--- src/rtl/mem_port_arbiter_pkg.sv ---
// Shared types for the unified-memory arbiter: FSM state encoding and
// the identity of the stage that owns the memory port.
package mem_port_arbiter_pkg;

    typedef enum logic [1:0] {
        IDLE     = 2'd0,
        IF_BUSY  = 2'd1,
        MEM_BUSY = 2'd2,
        IF_DRAIN = 2'd3
    } arb_state_t;

    typedef enum logic {
        OWNER_IF  = 1'b0,
        OWNER_MEM = 1'b1
    } grant_owner_t;

endpackage

--- src/rtl/mem_port_arbiter.sv ---
// Arbitrates the single-port instruction/data memory between the IF and MEM
// pipeline stages, one transaction at a time, with IF starvation protection.
module mem_port_arbiter
    import mem_port_arbiter_pkg::*;
#(
    parameter int ADDR_W       = 32,
    parameter int DATA_W       = 32,
    parameter int STARVE_LIMIT = 4
) (
    input  logic              clk_i,
    input  logic              rst_i,
    input  logic              if_req_i,
    input  logic [ADDR_W-1:0] if_addr_i,
    input  logic              mem_req_i,
    input  logic              mem_we_i,
    input  logic [ADDR_W-1:0] mem_addr_i,
    input  logic [DATA_W-1:0] mem_wdata_i,
    input  logic              flush_i,
    output logic              if_done_o,
    output logic [DATA_W-1:0] if_rdata_o,
    output logic              mem_done_o,
    output logic [DATA_W-1:0] mem_rdata_o,
    output logic              if_stall_o,
    output logic              mem_stall_o,
    output logic              ram_req_o,
    output logic              ram_we_o,
    output logic [ADDR_W-1:0] ram_addr_o,
    output logic [DATA_W-1:0] ram_wdata_o,
    input  logic              ram_ready_i,
    input  logic [DATA_W-1:0] ram_rdata_i
);

    localparam int CNT_W = $clog2(STARVE_LIMIT + 1);
    localparam logic [CNT_W-1:0] STARVE_MAX = CNT_W'(STARVE_LIMIT);

    arb_state_t   state;
    logic [CNT_W-1:0] starve_cnt;
    logic         if_elig;
    logic         mem_elig;
    logic         starved;
    logic         grant_valid;
    grant_owner_t grant_owner;

    // A stage whose done pulse is showing this cycle has already been served.
    always_comb begin
        if_elig     = if_req_i & ~if_done_o & ~flush_i;
        mem_elig    = mem_req_i & ~mem_done_o;
        starved     = (starve_cnt == STARVE_MAX);
        grant_valid = if_elig | mem_elig;
        grant_owner = (if_elig && (!mem_elig || starved)) ? OWNER_IF : OWNER_MEM;
    end

    assign if_stall_o  = if_req_i & ~if_done_o;
    assign mem_stall_o = mem_req_i & ~mem_done_o;

    always_ff @(posedge clk_i or negedge rst_i) begin
        if (!rst_i) begin
            state       <= IDLE;
            starve_cnt  <= '0;
            if_done_o   <= 1'b0;
            if_rdata_o  <= '0;
            mem_done_o  <= 1'b0;
            mem_rdata_o <= '0;
            ram_req_o   <= 1'b0;
            ram_we_o    <= 1'b0;
            ram_addr_o  <= '0;
            ram_wdata_o <= '0;
        end else begin
            if_done_o  <= 1'b0;
            mem_done_o <= 1'b0;
            case (state)
                IDLE: begin
                    if (grant_valid) begin
                        ram_req_o <= 1'b1;
                        if (grant_owner == OWNER_IF) begin
                            state       <= IF_BUSY;
                            ram_we_o    <= 1'b0;
                            ram_addr_o  <= if_addr_i;
                            ram_wdata_o <= '0;
                            starve_cnt  <= '0;
                        end else begin
                            state       <= MEM_BUSY;
                            ram_we_o    <= mem_we_i;
                            ram_addr_o  <= mem_addr_i;
                            ram_wdata_o <= mem_wdata_i;
                            if (!if_req_i)
                                starve_cnt <= '0;
                            else if (!starved)
                                starve_cnt <= starve_cnt + 1'b1;
                        end
                    end else if (!if_req_i) begin
                        starve_cnt <= '0;
                    end
                end
                // A flush arriving with the data returns to IDLE without a done pulse.
                IF_BUSY: begin
                    if (ram_ready_i) begin
                        ram_req_o <= 1'b0;
                        state     <= IDLE;
                        if (!flush_i) begin
                            if_done_o  <= 1'b1;
                            if_rdata_o <= ram_rdata_i;
                        end
                    end else if (flush_i) begin
                        state <= IF_DRAIN;
                    end
                end
                IF_DRAIN: begin
                    if (ram_ready_i) begin
                        ram_req_o <= 1'b0;
                        state     <= IDLE;
                    end
                end
                MEM_BUSY: begin
                    if (ram_ready_i) begin
                        ram_req_o  <= 1'b0;
                        state      <= IDLE;
                        mem_done_o <= 1'b1;
                        if (!ram_we_o)
                            mem_rdata_o <= ram_rdata_i;
                    end
                end
                default: state <= IDLE;
            endcase
        end
    end

endmodule

--- config.mk ---
export PLATFORM = sky130hd
export DESIGN_NAME = mem_port_arbiter
export DESIGN_NICKNAME = d
export VERILOG_FILES = /design/src/rtl/mem_port_arbiter_pkg.sv /design/src/rtl/mem_port_arbiter.sv
export SDC_FILE = /design/constraint.sdc
export NUM_CORES = 1
export LEC_CHECK = 0
export CAP_MARGIN = 0
export CELL_PAD_IN_SITES_DETAIL_PLACEMENT = 1
export CELL_PAD_IN_SITES_GLOBAL_PLACEMENT = 1
export CORE_ASPECT_RATIO = 1.5
export CORE_MARGIN = 10
export CORE_UTILIZATION = 31
export DETAILED_ROUTE_END_ITERATION = 8
export HOLD_SLACK_MARGIN = 0.05
export PLACE_DENSITY_LB_ADDON = 0.1
export SLEW_MARGIN = 20
export SYNTH_ARGS = -nofsm -noshare
export SYNTH_HDL_FRONTEND = slang
export SYNTH_SLANG_ARGS = --single-unit
export TNS_END_PERCENT = 50
--- constraint.sdc ---
create_clock -name clk_i -period 2 [get_ports clk_i]
set_input_delay 0.3 -clock clk_i [delete_from_list [all_inputs] [get_ports clk_i]]
set_output_delay 0.3 -clock clk_i [all_outputs]
set_load 0.01 [all_outputs]
==> flow_summary.ini, run 1 <==
[worst_setup_path]
reg2reg_from = starve_cnt[0]
cp_slowest_cell = dfrtp_1
rr_worst_depth = 6
max_stage_delay_ns = 0.38
cp.depth = 6
cp_max_fo = 4
startpoint = starve_cnt[0]
crit_type = flip-flop to flip-flop
rrSetupSlack_ns = 0.13
crit_family = compound AO/OA/AOI/OAI gates
worstPathRequired_ns = 2.28
reg2reg_to = starve_cnt[2]
crit_path_start_kind = flip-flop
arrival_ns = 2.14
worstSetupEndpointType = flip-flop
cp_cell_sequence = inv_1 -> ha_1 -> nand2_1 -> o311a_1 -> a2111oi_2 -> mux2i_1
critical_path_buf_inv_count = 1
endpoint = starve_cnt[2]

[grt]
grt_pass1_vias = 4952
antenna_found_initial = 1
grt_use_total_pct = 16.1
grt_max_degree = 51
grt_pass1_wl_um = 29300
grt-ovfl-total = 0

[timing]
tightestPinTransition_ns = 0.430
hold_viol = 0
maxSlewHeadroom_pct = 71.3
grt_setup_unrepaired = false
skew_ns = 0.0105
min_period_over_period_pct = 93.3
setup_violations = 0
max_freq_mhz = 536
fin_crit_ns = 1.87
setup_slack_ns = 0.134
slew_violations = 0

[layout]
drive_gt1_share_pct = 10.3
layout.nets = 806
nFillCells = 1776
area_growth_pct = 67.5
fin_util_pct = 52.8

[clocking]
cts.clk_slew.worst_paths_ns = 0.06
clock_latency_ns = 0.41
post_cts_buffers = 0
clkSinkCount = 137
cts_buffers = 17
clockRootBuffer = clkbuf_16
cts_buffer_depth = 2
cts_tree = built
htree_levels = 4

[power_and_ir_drop]
power_density_nw_per_um2 = 1500
switching_share_pct = 31.1
internal_power_mw = 9.42
power_frac_clock_pct = 23.8
pwr-share-comb_pct = 41.3
power_frac_seq_pct = 34.9
peakVddDrop_mv = 0.808
switchingPower_mw = 4.24
p_leak_nw = 3.85

[synthesis]
synth_cells = 392
syn_avg_cell_area_um2 = 13.9
seq_area_frac_synth_pct = 63.0
ys_ff_latch = 137
yosysWarnings = 0
synth.distinct_cells = 30
synth_area_um2 = 5440
synth_nets = 529

[detailed_routing]
drt-total-wl_um = 18900
drtIter0Drc = 145
wl_per_cell_um = 21.1
drc = 0
vias = 4277
dr.pass1.iters = 4
ant_nets = 0
routed_via_density = 4.77

[status]
status = finished, final reports clean

[floorplan]
start_util_pct = 31.5
dieArea_um2 = 23400
io-pin-count = 269
rows = 59
die_h_um = 182
core_um2 = 17300
dieWidth_um = 128

[job]
drv_cap = 0

[placed_design]
io_buffer_count = 268
gp_congestion = 0.715
post-place-ws_ns = -0.0377
hpwl_um = 14400

[worst_hold_path]
min_path_type = primary input to async pin
[what timing repair did]
action,in CTS,in global routing
endpoints found under the setup margin,0,2
resized for setup,0,3
hold buffers,1,0
hold endpoints to repair,39,0
[power by group through the flow]
| stage | clock, mW | sequential [mW] | combinational (mW) |
|---|---|---|---|
| 2_1_floorplan | 0 | 5.36 | 1.45 |
| 3_3_place_gp | 0 | 4.73 | 5.68 |
| 3_5_place_dp | 0 | 4.82 | 5.76 |
| 4_1_cts | 3.37 | 4.79 | 5.80 |
| 5_1_grt | 3.48 | 4.98 | 6.11 |
| 6_report | 3.25 | 4.77 | 5.64 |
[registers in the layout, summed over array words and instances, names as in the netlist]
register / flops
if_rdata_o: 32
mem_rdata_o: 32
ram_addr_o: 32
ram_wdata_o: 32
starve_cnt: 3
state: 2
if_done_o: 1
mem_done_o: 1
ram_req_o: 1
ram_we_o: 1
[layout make-up]
type | instances | area (µm²) | area share [%]
inverters | 5 | 18.8 | 0.206
flip-flops and latches | 137 | 3430 | 37.6
repair buffers | 283 | 2900 | 31.8
well taps | 213 | 267 | 2.92
clock inverters | 12 | 164 | 1.80
diodes | 1 | 2.50 | 0.0274
multi-input cells | 225 | 1890 | 20.8
clock buffers | 20 | 447 | 4.90
[logic make-up after synthesis]
| kind of cell | share of synthesized area, % |
|---|---|
| and+or+nand+nor | 4.16 |
| adders and majority gates | 0.460 |
| AOI/OAI and AO/OA | 9.75 |
| DFF | 63.0 |
| buffers and inverters | 2.99 |
| muxes | 19.7 |
[metrics by stage]
| step | hold slack (ns) | cells | instance area, µm² | total power [mW] | setup TNS, ns |
|---|---|---|---|---|---|
| after floorplan | 0.00441 | 392 | 5440 | 6.81 | 0 |
| after global placement | 0.235 | 862 | 8490 | 10.4 | 0 |
| after detailed placement | 0.245 | 862 | 8490 | 10.6 | -0.327 |
| after CTS | 0.361 | 895 | 9110 | 14.0 | 0 |
| after global routing | 0.401 | 895 | 9120 | 14.6 | 0 |
| final | 0.367 | 896 | 9120 | 13.7 | 0 |
[synth_stat cells]
master	number	area [µm²]
o21ai_0	2	10.0
nor4b_4	1	23.8
nor2b_1	2	12.5
o21bai_1	1	7.51
dfrtp_1	137	3430
o22ai_1	1	6.26
mux2_2	17	191
inv_2	1	3.75
buf_6	3	33.8
nor3_1	1	5.00
mux2_1	47	529
clkbuf_1	8	30.0
o311a_1	1	10.0
a22o_1	33	289
nor2_1	2	7.51
nand2_1	38	143
a21oi_1	2	10.0
nand4_1	2	12.5
buf_4	4	30.0
nor3_2	1	10.0
a31oi_2	1	12.5
nor3b_2	1	12.5
o21ai_2	1	8.76
ha_1	2	25.0
mux2i_1	35	350
a2111oi_0	1	8.76
o21ai_1	32	160
inv_1	4	15.0
buf_2	10	50.1
a21boi_1	1	7.51
[worst min path at each step]
stage | start | end | slack [ns] | cells after the start
3_5_place_dp | rst_i | ram_addr_o[5] | 0.24 | 1
6_report | rst_i | ram_addr_o[5] | 0.37 | 2
3_3_place_gp | rst_i | ram_addr_o[5] | 0.24 | 1
5_1_grt | rst_i | ram_addr_o[5] | 0.40 | 2
4_1_cts | rst_i | ram_addr_o[5] | 0.36 | 2
2_1_floorplan | rst_i | if_done_o | 0.004 | 0
[cell usage in the layout (no fill, tap or decap), drive strengths merged]
| master | n |
|---|---|
| a2111oi | 1 |
| a21boi | 1 |
| a21oi | 2 |
| a22o | 33 |
| a31oi | 1 |
| buf | 15 |
| bufinv | 3 |
| clkbuf | 20 |
| clkdlybuf4s50 | 266 |
| clkinv | 5 |
| clkinvlp | 1 |
| dfrtp | 137 |
| diode | 1 |
| dlygate4sd3 | 1 |
| dlymetal6s2s | 1 |
| ha | 2 |
| inv | 8 |
| mux2 | 64 |
| mux2i | 35 |
| nand2 | 38 |
| nand4 | 2 |
| nor2 | 2 |
| nor2b | 2 |
| nor3 | 2 |
| nor3b | 1 |
| nor4b | 1 |
| o21ai | 35 |
| o21bai | 1 |
| o22ai | 1 |
| o311a | 1 |
[layer usage]
layer	share of wire, %	wire, µm	GRT usage [%]	vias up
li1	-	-	-	1951
met1	36	6730	16.5	2137
met2	51	9730	27.4	172
met3	12	2200	8.76	17
met4	1.2	235	4.70	0
met5	0	0	0	-
(Power assumes the default switching activity.)
==> inputs of run 2 (changes only) <==
--- a/constraint.sdc
+++ b/constraint.sdc
@@ -3,2 +3,2 @@
 set_output_delay 0.3 -clock clk_i [all_outputs]
-set_load 0.01 [all_outputs]
+set_load 0.1 [all_outputs]
==> run 2 against run 1 <==
Against the previous run:
- non-clock buffer count unchanged
- fmax up 1.3%
- die area is the same
- first-iteration DRC count decreased by 39%
- largest cell class unchanged
==> flow_summary.ini, run 2 (synthesized netlist as in run 1, its figures left out) <==
[worst_setup_path]
worstSetupEndpointType = flip-flop
max_stage_delay_ns = 0.38
worstPathRequired_ns = 2.27
reg2reg_from = starve_cnt[0]
reg2reg_to = starve_cnt[2]
startpoint = starve_cnt[0]
endpoint = starve_cnt[2]
rrSetupSlack_ns = 0.16
cp_max_fo = 4
crit_type = flip-flop to flip-flop
cp_cell_sequence = inv_1 -> ha_1 -> nand2_1 -> o311a_1 -> a2111oi_2 -> mux2i_1
crit_path_start_kind = flip-flop
rr_worst_depth = 6
cp_slowest_cell = dfrtp_1
arrival_ns = 2.11

[timing]
min_period_over_period_pct = 92.1
tightestPinTransition_ns = 0.427
hold_viol = 0
slew_violations = 0
setup_slack_ns = 0.158
grt_setup_unrepaired = false
setup_violations = 0
maxSlewHeadroom_pct = 71.5
skew_ns = 0.00902
fin_crit_ns = 1.84
max_freq_mhz = 543
tns_ns = 0

[detailed_routing]
routed_via_density = 4.76
vias = 4252
drtIter0Drc = 88
ant_nets = 0
dr.pass1.iters = 3
drc = 0
wl_per_cell_um = 20.5
drt-total-wl_um = 18300

[clocking]
clock_latency_ns = 0.41
cts.clk_slew.worst_paths_ns = 0.06
cts_buffers = 17
post_cts_buffers = 0
cts_buffer_depth = 2
clkSinkCount = 137
clockRootBuffer = clkbuf_16
htree_levels = 4
cts_tree = built

[floorplan]
io-pin-count = 269
dieArea_um2 = 23400
rows = 59
start_util_pct = 31.5
die_h_um = 182
dieWidth_um = 128
core_um2 = 17300

[layout]
diodes = 0
mostFrequentLayoutCells = buf_4 (137), dfrtp_1 (135), clkdlybuf4s50_1 (133), mux2_1 (47), nand2_1 (38)
area_growth_pct = 62.7
fin_area_um2 = 8860
layout.nets = 806
drive_gt1_share_pct = 30.4
layoutNonFillerInstCount = 894
final_common_cell = buf_4

[placed_design]
place_area_um2 = 8200
hpwl_um = 14200
dp.cells = 862
post-place-ws_ns = -0.0353
gp_congestion = 0.735
io_buffer_count = 268

[worst_hold_path]
min_path_type = primary input to async pin

[grt]
antenna_found_initial = 0
grt_max_degree = 71
grt_pass1_wl_um = 28600
grt_pass1_vias = 4886
grt-ovfl-total = 0
grt_use_total_pct = 15.5

[job]
drv_cap = 0

[status]
status = finished, final reports clean
## run 2: how the worst min path moves through the flow
| stage | from | end | slack (ns) | depth (start not counted) |
|---|---|---|---|---|
| after floorplan | rst_i | if_done_o | 0.004 | 0 |
| after global placement | rst_i | ram_addr_o[16] | 0.25 | 1 |
| after detailed placement | rst_i | ram_addr_o[16] | 0.26 | 1 |
| after CTS | rst_i | ram_addr_o[16] | 0.38 | 2 |
| after global routing | rst_i | ram_addr_o[16] | 0.41 | 2 |
| final | rst_i | ram_addr_o[16] | 0.38 | 2 |
## run 2: per-stage QoR
| step | util [%] | hold slack, ns |
|---|---|---|
| CTS | 51.3 | 0.384 |
| global route | 51.3 | 0.412 |
| finish | 51.3 | 0.382 |
| floorplan | - | 0.00441 |
| detailed placement | 47.5 | 0.259 |
| global placement | 47.5 | 0.254 |
## run 2: layout make-up
| class | instances | area (µm²) |
|---|---|---|
| Multi-Input combinational cell | 225 | 1900 |
| Fill cell | 1786 | 8410 |
| Clock inverter | 13 | 218 |
| Sequential cell | 137 | 3430 |
| Timing Repair Buffer | 283 | 2600 |
| Clock buffer | 18 | 429 |
| Tap cell | 213 | 267 |
| Inverter | 5 | 18.8 |
## run 2: layer usage
layer | vias up | track usage (%) | part of all wire (%)
met2 | 167 | 26.9 | 53
met1 | 2121 | 16.1 | 37
met3 | 17 | 6.70 | 8.9
met5 | - | 0 | 0
met4 | 0 | 5.47 | 1.8
li1 | 1947 | - | -
## run 2: what timing repair did
| item | CTS | global route |
|---|---|---|
| hold buffers | 1 | 0 |
| gates resized for setup | 0 | 2 |
| endpoints found under the setup margin | 0 | 1 |
| hold endpoints to repair | 41 | 0 |
## run 2: critical path, delay by kind of cell (launching register included)
family	cells	cell delay (ns)
fa+ha+maj	1	0.21
flops	1	0.38
buf+inv	1	0.09
simple gates	1	0.17
mux	1	0.12
compound gates	2	0.74
Power of run 2 is not shown: default switching activity piles up to over one toggle a cycle in this logic, so the estimate is an artifact.
